--- config.mk ---
export PLATFORM = sky130hd
export DESIGN_NAME = sseg_scan_driver
export DESIGN_NICKNAME = d
export VERILOG_FILES = /design/src/rtl/sseg_scan_driver_pkg.sv /design/src/rtl/sseg_scan_driver_bin2bcd.sv /design/src/rtl/sseg_scan_driver.sv
export SDC_FILE = /design/constraint.sdc
export NUM_CORES = 1
export LEC_CHECK = 0
export ABC_AREA = 1
export CORE_ASPECT_RATIO = 2
export CORE_UTILIZATION = 50
export CTS_CLUSTER_SIZE = 30
export DETAILED_ROUTE_END_ITERATION = 10
export PLACE_DENSITY = 0.74
export SYNTH_ARGS = -nofsm -noshare
export SYNTH_HDL_FRONTEND = slang
export SYNTH_SLANG_ARGS = --single-unit
--- constraint.sdc ---
create_clock -name CLK -period 1.7 [get_ports CLK]
set_input_delay 0.17 -clock CLK [delete_from_list [all_inputs] [get_ports CLK]]
set_output_delay 0.17 -clock CLK [all_outputs]
set_load 0.05 [all_outputs]
--- src/rtl/sseg_scan_driver_pkg.sv ---
`default_nettype none
// ============================================================================
// Module : sseg_scan_driver_pkg
// Brief  : Shared constants, FSM encoding and helper functions for the
//          seven-segment scan driver and its BCD conversion engine.
// Rev    : 1.0  initial release
// ============================================================================
package sseg_scan_driver_pkg;

    typedef enum logic [1:0] {
        ST_IDLE  = 2'd0,
        ST_SHIFT = 2'd1,
        ST_DONE  = 2'd2
    } conv_state_t;

    localparam int NUM_DIGITS = 4;
    localparam int MAX_WIDTH  = 13;

    // Active-low {g,f,e,d,c,b,a}
    localparam logic [6:0] SEG_BLANK = 7'h7F;
    localparam logic [6:0] SEG_0     = 7'b1000000;
    localparam logic [6:0] SEG_1     = 7'b1111001;
    localparam logic [6:0] SEG_2     = 7'b0100100;
    localparam logic [6:0] SEG_3     = 7'b0110000;
    localparam logic [6:0] SEG_4     = 7'b0011001;
    localparam logic [6:0] SEG_5     = 7'b0010010;
    localparam logic [6:0] SEG_6     = 7'b0000010;
    localparam logic [6:0] SEG_7     = 7'b1111000;
    localparam logic [6:0] SEG_8     = 7'b0000000;
    localparam logic [6:0] SEG_9     = 7'b0010000;

    function automatic logic [6:0] seg_decode(input logic [3:0] nib);
        logic [6:0] pat;
        case (nib)
            4'd0:    pat = SEG_0;
            4'd1:    pat = SEG_1;
            4'd2:    pat = SEG_2;
            4'd3:    pat = SEG_3;
            4'd4:    pat = SEG_4;
            4'd5:    pat = SEG_5;
            4'd6:    pat = SEG_6;
            4'd7:    pat = SEG_7;
            4'd8:    pat = SEG_8;
            4'd9:    pat = SEG_9;
            default: pat = SEG_BLANK;
        endcase
        return pat;
    endfunction

    function automatic logic [3:0] add3_nibble(input logic [3:0] nib);
        return (nib >= 4'd5) ? nib + 4'd3 : nib;
    endfunction

endpackage
`default_nettype wire

--- src/rtl/sseg_scan_driver_bin2bcd.sv ---
`default_nettype none
// ============================================================================
// Module : bin2bcd_seq
// Brief  : Sequential shift-add-3 binary to 4-digit BCD converter; re-converts
//          whenever the input differs from the last captured value.
// Rev    : 1.0  initial release
// ============================================================================
module bin2bcd_seq
    import sseg_scan_driver_pkg::*;
#(
    parameter int WIDTH = 4
) (
    input  logic             CLK,
    input  logic             RST,
    input  logic [WIDTH-1:0] bin_in,
    output logic [15:0]      bcd_out,
    output logic             busy
);

    localparam int CNT_W = $clog2(WIDTH + 1);

    conv_state_t      state_q;
    logic [WIDTH-1:0] last_bin_q;
    logic [WIDTH-1:0] shift_q;
    logic [15:0]      scratch_q;
    logic [15:0]      bcd_q;
    logic             busy_q;
    logic [CNT_W-1:0] cnt_q;

    logic [11:0]      adj_d;
    logic [15:0]      scratch_d;
    logic [WIDTH-1:0] shift_d;

    // The thousands nibble never reaches 5 before the final shift for any
    // value up to 8191, so only the lower three nibbles need the adjust.
    always_comb begin
        adj_d = '0;
        for (int k = 0; k < 3; k++) begin
            adj_d[4*k +: 4] = add3_nibble(scratch_q[4*k +: 4]);
        end
        scratch_d = {scratch_q[14:12], adj_d, shift_q[WIDTH-1]};
        shift_d   = shift_q << 1;
    end

    always_ff @(posedge CLK) begin
        if (RST) begin
            state_q    <= ST_IDLE;
            last_bin_q <= '0;
            shift_q    <= '0;
            scratch_q  <= '0;
            bcd_q      <= '0;
            busy_q     <= 1'b0;
            cnt_q      <= '0;
        end else begin
            case (state_q)
                ST_IDLE: begin
                    if (bin_in != last_bin_q) begin
                        shift_q    <= bin_in;
                        last_bin_q <= bin_in;
                        scratch_q  <= '0;
                        cnt_q      <= CNT_W'(WIDTH - 1);
                        busy_q     <= 1'b1;
                        state_q    <= ST_SHIFT;
                    end
                end
                ST_SHIFT: begin
                    scratch_q <= scratch_d;
                    shift_q   <= shift_d;
                    cnt_q     <= cnt_q - CNT_W'(1);
                    if (cnt_q == '0) begin
                        state_q <= ST_DONE;
                    end
                end
                ST_DONE: begin
                    bcd_q   <= scratch_q;
                    busy_q  <= 1'b0;
                    state_q <= ST_IDLE;
                end
                default: begin
                    busy_q  <= 1'b0;
                    state_q <= ST_IDLE;
                end
            endcase
        end
    end

    assign bcd_out = bcd_q;
    assign busy    = busy_q;

endmodule
`default_nettype wire

--- src/rtl/sseg_scan_driver.sv ---
`default_nettype none
// ============================================================================
// Module : sseg_scan_driver
// Brief  : BCD conversion plus 4-digit common-anode multiplexed display scan.
//          Optional macro SSEG_LZ_BLANK_EN blanks leading zero digits.
// Rev    : 1.0  initial release
// ============================================================================
module sseg_scan_driver
    import sseg_scan_driver_pkg::*;
#(
    parameter int WIDTH        = 4,
    parameter int REFRESH_BITS = 17
) (
    input  logic             CLK,
    input  logic             RST,
    input  logic [WIDTH-1:0] bin_in,
    output logic [7:0]       seg,
    output logic [3:0]       an,
    output logic [15:0]      bcd_out,
    output logic             busy
);

    localparam int IDX_W = $clog2(NUM_DIGITS);

    generate
        if (WIDTH < 1 || WIDTH > MAX_WIDTH) begin : g_width_check
            $error("sseg_scan_driver: WIDTH must be in 1..13");
        end
    endgenerate

    bin2bcd_seq #(
        .WIDTH (WIDTH)
    ) u_bin2bcd (
        .CLK     (CLK),
        .RST     (RST),
        .bin_in  (bin_in),
        .bcd_out (bcd_out),
        .busy    (busy)
    );

    logic [REFRESH_BITS-1:0] prescaler_q, prescaler_d;
    logic [IDX_W-1:0]        digit_idx_q, digit_idx_d;
    logic [3:0]              an_q, an_d;
    logic [7:0]              seg_q, seg_d;
    logic                    tick;
    logic [3:0]              cur_nib;
    logic [NUM_DIGITS-1:0]   lit;

`ifdef SSEG_LZ_BLANK_EN
    // A digit stays lit if it or any more significant digit is nonzero.
    always_comb begin
        lit    = '0;
        lit[3] = |bcd_out[15:12];
        lit[2] = lit[3] | (|bcd_out[11:8]);
        lit[1] = lit[2] | (|bcd_out[7:4]);
        lit[0] = 1'b1;
    end
`else
    assign lit = '1;
`endif

    always_comb begin
        prescaler_d = prescaler_q + REFRESH_BITS'(1);
        tick        = &prescaler_q;
        digit_idx_d = tick ? digit_idx_q + IDX_W'(1) : digit_idx_q;
        cur_nib     = bcd_out[{digit_idx_q, 2'b00} +: 4];
        an_d        = ~(4'b0001 << digit_idx_q);
        seg_d       = {1'b1, seg_decode(cur_nib)};
        if (!lit[digit_idx_q]) begin
            an_d  = 4'b1111;
            seg_d = 8'hFF;
        end
    end

    always_ff @(posedge CLK) begin
        if (RST) begin
            prescaler_q <= '0;
            digit_idx_q <= '0;
            an_q        <= 4'b1111;
            seg_q       <= 8'hFF;
        end else begin
            prescaler_q <= prescaler_d;
            digit_idx_q <= digit_idx_d;
            an_q        <= an_d;
            seg_q       <= seg_d;
        end
    end

    assign an  = an_q;
    assign seg = seg_q;

endmodule
`default_nettype wire
# [After elaboration in Yosys (flattened, before gate mapping)]
# Memory sizes are Yosys's and may differ from the RTL's. A register that Yosys moved wholly into a read port is not among the register bits.
# Cells that the tools add are included.
[word_totals] out_inout_bits=29 word_cells=57 rom_bits=112 regBits=70 inputBits=6 memories=1
[mem_list] memory="(no name shown)" words=16 width=7 read_ports=1 rd_clocked_by_memory_dff=1 write_ports=0 line_no="sseg_scan_driver_pkg.sv:34" text="case (nib)"
[op_classes] n_eq_ne=5 shift=2 bitwise=3 n_mux=16 n_addsub=6 reduce_logical=9 magnitude_cmp=4
[ops] op="$pmux W16 S2" count=1
[ops] op="$add A17 B1 Y17 const B" count=1
[ops] op="$reduce_and A17 Y1" count=1
[ops] op="$mux W16" count=1
[ops] op="$mux W4" count=4
[ops] op="$shiftx A16 B5 Y4" count=1
[ops] op="$add A4 B2 Y4 const B" count=3
[ops] op="$ge A4 B3 Y1 const B" count=3
[ops] op="$pmux W4 S2" count=1
[ops] op="$reduce_and A2 Y1" count=4
[ops] op="$pmux W3 S2" count=1
[ops] op="$mux W2" count=2
[ops] op="$ne A2 B1 Y1 const B" count=2
[ops] op="$ne A4 B4 Y1" count=1
[ops] op="$not A4 Y4" count=1
[ops] op="$pmux W2 S2" count=1
[ops] op="$shl A1 B2 Y4 const A" count=1
[ops] op="$logic_not A3 Y1" count=1
[ops] op="$lt A2 B3 Y1 const B" count=1
[ops] op="$mux W3" count=1
[ops] op="$sub A3 B1 Y3 const B" count=1
[ops] op="$add A2 B1 Y2 const B" count=1
[ops] op="$bmux W1 S2" count=1
[ops] op="$eq A2 B1 Y1 const B" count=1
[ops] op="other kinds (7)" count=9

# [Depth between registers and ports, before layout]
[logic_depth] depth_word=4 depth_mapped=12

# [Hierarchy]
# A second synthesis with hierarchy kept.
[unflattened] hier_cells=478 hier_area_um2=3703.6
[modules_own_cells] mod="bin2bcd_seq" cells_each=277 area_each_um2=2175.8 n_inst=1
[modules_own_cells] mod="sseg_scan_driver" cells_each=201 area_each_um2=1527.7 n_inst=1

# [Least setup slack after synthesis]
# No wires, ideal clock.
[synth_path] kind="register to register" start="register digit_idx_q[0]" end="register seg_q[6], in the netlist seg[6]" period_less_slack_ps=1708 path_buffers=2 path_stages_with_launch=12 setup_slack_ps=-8 arrival_time_ps=1589 setup_ps=120 cell_sequence="dfxtp_1 > buf_6 > inv_2 > buf_6 > nand2_2 > nand2_2 > mux2i_4 > inv_1 > ha_1 > or2_1 > o211ai_1 > nand2_1"
[synth_via] elab_chain_cells=4 word_cells_on_any_way=5 cone_classes="1 x shift; 2 x mux; 1 x bitwise; 1 x reduce/logical"
[synth_rtl] element="from (decl)" line_no="sseg_scan_driver.sv:42" text="logic [IDX_W-1:0] digit_idx_q, digit_idx_d;"
[synth_rtl] element="from (signal assigned)" line_no="sseg_scan_driver.sv:83" text="digit_idx_q <= digit_idx_d;"
[synth_rtl] element="parallel branches: the longest is 4 deep, another holds $shiftx A16 B5 Y4"
[synth_rtl] element="to (decl)" line_no="sseg_scan_driver.sv:44" text="logic [7:0] seg_q, seg_d;"
# Several ways; the timed one is not identified. The select of a mux whose other input is x is not followed.
# A chain may end at the register's enable or synchronous reset.

# [Worst setup path after layout]
[layout_path] start="register u_bin2bcd.bcd_q[10], in the netlist u_bin2bcd.bcd_out[10]" end="output bcd_out[10]"
[layout_rtl] element="from (decl)" line_no="sseg_scan_driver_bin2bcd.sv:26" text="logic [15:0] bcd_q;"
[layout_rtl] element="from (signal assigned)" line_no="sseg_scan_driver_bin2bcd.sv:75" text="bcd_q <= scratch_q;"
[layout_rtl] element="to (decl)" line_no="sseg_scan_driver.sv:19" text="output logic [15:0] bcd_out,"
# No word-level cell between the ends.

==> summary.md <==
| Metric | Value |
|---|---|
| Initial core utilization | 52.2% |
| Clock Tree Buf Depth | 2 |
| First-pass GRT wire length | 13300 um |
| Fmax | 600 MHz |
| Number of synthesized flops with an enable pin | 0 |
| Endpoints failing setup | 0 |
| Netlist cell types | 34 |
| Routed Wire Length | 7730 um |
| Buf/Inv on CP | 1 |
| Net Count, Synth | 497 |
| Core Area | 0.00673 mm^2 |
| Num CTS Buffers | 9 |
| Area grow syn2layout | 25.8% |
| Crit share post-route | 98.1% |
| Most common cell in the netlist | nand2_1 |
| Critical path capture point type | primary output |
| Area of the multi-input gates | 0.00174 mm^2 |
| VDD IR max | 0.000961 V |
| Post-route setup TNS | 0 ns |
| Fin crit period | 1.67 ns |
| Largest net degree at the start of global routing | 32 |
| Critical path class | register to primary output |
| Grt ovf | 0 |
| Synth area leaders | dfxtp_1 (43%), nand2_1 (10%), a21oi_1 (7.8%) |
| Die H | 121 um |
| Hold Buf Count CTS | 0 |
| Most used DFF post-synth | dfxtp_1 |
| DRC violations left | 0 |
| Final Hold Vio Count | 0 |
| Status | finished, final reports clean |
| Final ANT Viol Nets | 0 |
| Via count | 3154 |
| Hpwl dp | 5490 um |
| Number of global-route vias before repair | 3086 |
| Initial antenna violation count | 0 |
| Clock-pin slew on the worst setup and hold paths | 0.05 ns |
| Share of layout cells above drive strength 1 | 15.2% |
| Final cell count without fillers | 616 |
| Synth area leader | dfxtp_1 |
| Critical Path Stages | 1 |
| Sequential Area | 0.00153 mm^2 |
| DIE WIDTH | 61.3 um |
| Worst Path Arrival | 1.50 ns |
| CP Max Fanout | 3 |
| Crit-path max cell delay | 0.82 ns |
| Worst Reg-to-Reg Cells | 9 |
| Async set or reset register ratio after synthesis | 0% |
| Row count | 42 |
| CP Data Required Time | 1.53 ns |
| Synthesized flop and latch total | 76 |
| Placed Instances | 594 |
| Worst-skew pair later-pin latency | 0.33 ns |
| H-Tree Depth | 3 |
| CTS tree | yes |
| I/O pins | 35 |
| Yosys Warn Count | 0 |
| Post-synth top cells | nand2_1 (96), dfxtp_1 (76), inv_1 (56) |
| Fin. max-slew vios | 0 |
| Worst Hold Class | primary input to register |
| Ant diodes | 0 |
| Via/cell ratio | 5.12 |
| First-pass iteration count of the detailed router | 5 |
| Skew final | 0.00495 ns |
| Synthesized cell area | 0.00351 mm^2 |
| Seq/Total Area, Yosys | 43.3% |
| Leakage | 1.89 nW |
| CTS Root Cell | clkbuf_16 |
| Power Density | 1050 mW/mm^2 |
| Fillers | 604 |
| Max Cap Violations | 0 |
| CP cell instances | clkdlybuf4s50_1 |
| Post-synthesis cell count | 472 |
| Max_slew headroom | 65.1% |
| CP Launch Type | register |
| CP top delay family | buffers and inverters |
| Top-area cell type share of the netlist area | 43.3% |
| Hold path depth | 3 |
| # nets final | 548 |
| Worst Max-Slew Pin Slew | 0.522 ns |
| RD Place Congestion | 0.864 |
| Port Buffer Count | 33 |
| WL/cell | 12.5 um |
| Die area | 0.00738 mm^2 |
| Total global-route track usage | 23.8% |
| Clock sink count | 76 |
| Violation count after the first detailed-route iteration | 162 |
| Slowest cell on the critical path | clkdlybuf4s50_1 |
| Syn avg cell area | 7.44 um^2 |
==> worst reg2reg max path, delay by kind of cell (launching register included) <==
kind | cells | cell delay (ns)
muxes | 1 | 0.22
DFF | 1 | 0.34
buffers and inverters | 2 | 0.22
and+or+nand+nor | 4 | 0.44
adders and majority gates | 1 | 0.20
AOI/OAI and AO/OA | 1 | 0.09
==> report_power, final <==
part           switching, W  internal [W]
Combinational      0.000588      0.000301
Sequential        0.0000751       0.00190
Clock              0.000675       0.00111
Total               0.00134       0.00330
==> kinds of logic (layout without fill, tap and decap cells) <==
| family | count (synthesis) | in the layout | synth area share (%) |
|---|---|---|---|
| XOR/XNOR | 5 | 5 | 1.25 |
| adder cells (fa/ha/maj) | 19 | 19 | 6.77 |
| AND/OR/NAND/NOR | 187 | 187 | 22.8 |
| buffers and inverters | 77 | 133 | 9.08 |
| AO/OA/AOI/OAI | 106 | 106 | 16.0 |
| other | 1 | 1 | 0.107 |
| flip-flops | 76 | 76 | 43.3 |
| multiplexers | 1 | 1 | 0.641 |
==> state kept, by name (all words and copies together) (netlist names) <==
signal,cells
u_bin2bcd.last_bin_q,4
u_bin2bcd.busy,1
seg,7
u_bin2bcd.shift_q,4
u_bin2bcd.cnt_q,3
u_bin2bcd.bcd_out,16
prescaler_q,17
u_bin2bcd.state_q,2
digit_idx_q,2
u_bin2bcd.scratch_q,16
an,4
==> cell usage in the layout, fill, tap and decap left out, types with 2 or more instances in the layout <==
cell / count
o21ai_0: 38
inv_1: 54
nand4_1: 3
xor2_1: 4
clkdlybuf4s50_1: 19
dfxtp_1: 72
dlymetal6s2s_1: 3
inv_2: 4
nand2_2: 9
ha_1: 17
buf_12: 3
dfxtp_2: 4
nor2_4: 2
o21ai_2: 2
clkbuf_8: 3
o22ai_1: 3
o211ai_1: 4
nor2_1: 34
nand2_1: 93
a21oi_1: 55
clkbuf_1: 3
nor2_2: 2
nand3_1: 33
buf_4: 33
nor3_1: 5
clkbuf_16: 9
==> layout make-up <==
cell class / count / area share, %
repair buffers: 59 / 12.3
inverters: 58 / 4.93
clock inverters: 1 / 0.113
well taps: 88 / 2.49
multi-input cells: 319 / 39.3
clock buffers: 15 / 6.29
flip-flops and latches: 76 / 34.6
==> metal layers <==
layer | routed length [um] | up-vias | global-route usage, %
li1 | - | 1634 | -
met1 | 2970 | 1436 | 24.6
met3 | 292 | 20 | 5.13
met4 | 195 | 0 | 10.8
met5 | 0 | - | 0
met2 | 4280 | 64 | 43.1
==> path summary, 6_finish.rpt <==
| check | start | end | slack, ns |
|---|---|---|---|
| worst min register to register | u_bin2bcd.busy | u_bin2bcd.busy | 0.47 |
| worst max-delay path | u_bin2bcd.bcd_out[10] | bcd_out[10] | 0.03 |
| worst min-delay path | bin_in[3] | u_bin2bcd.last_bin_q[3] | 0.45 |
| worst max register to register | digit_idx_q[0] | seg[6] | 0.08 |
==> metrics by stage <==
step	setup WS [ns]	utilization (%)	hold slack, ns	total power [W]	area [um^2]
6_report	0.0321	65.7	0.451	0.00464	4420
5_1_grt	-0.00511	65.7	0.472	0.00487	4420
4_1_cts	-0.00278	64.5	0.447	0.00466	4340
3_5_place_dp	-0.143	59.7	0.460	0.00288	4010
3_3_place_gp	-0.0621	59.7	0.450	0.00286	4010
2_1_floorplan	-0.00757	-	0.313	0.00259	3510
==> repair_timing <==
action	4_1_cts	5_1_grt
gates resized for setup	11	15
hold endpoints to repair	0	0
pin swaps	5	5
setup buffers	2	4
endpoints found under the setup margin	4	8
Note: power is estimated with default switching activity, not from simulation.
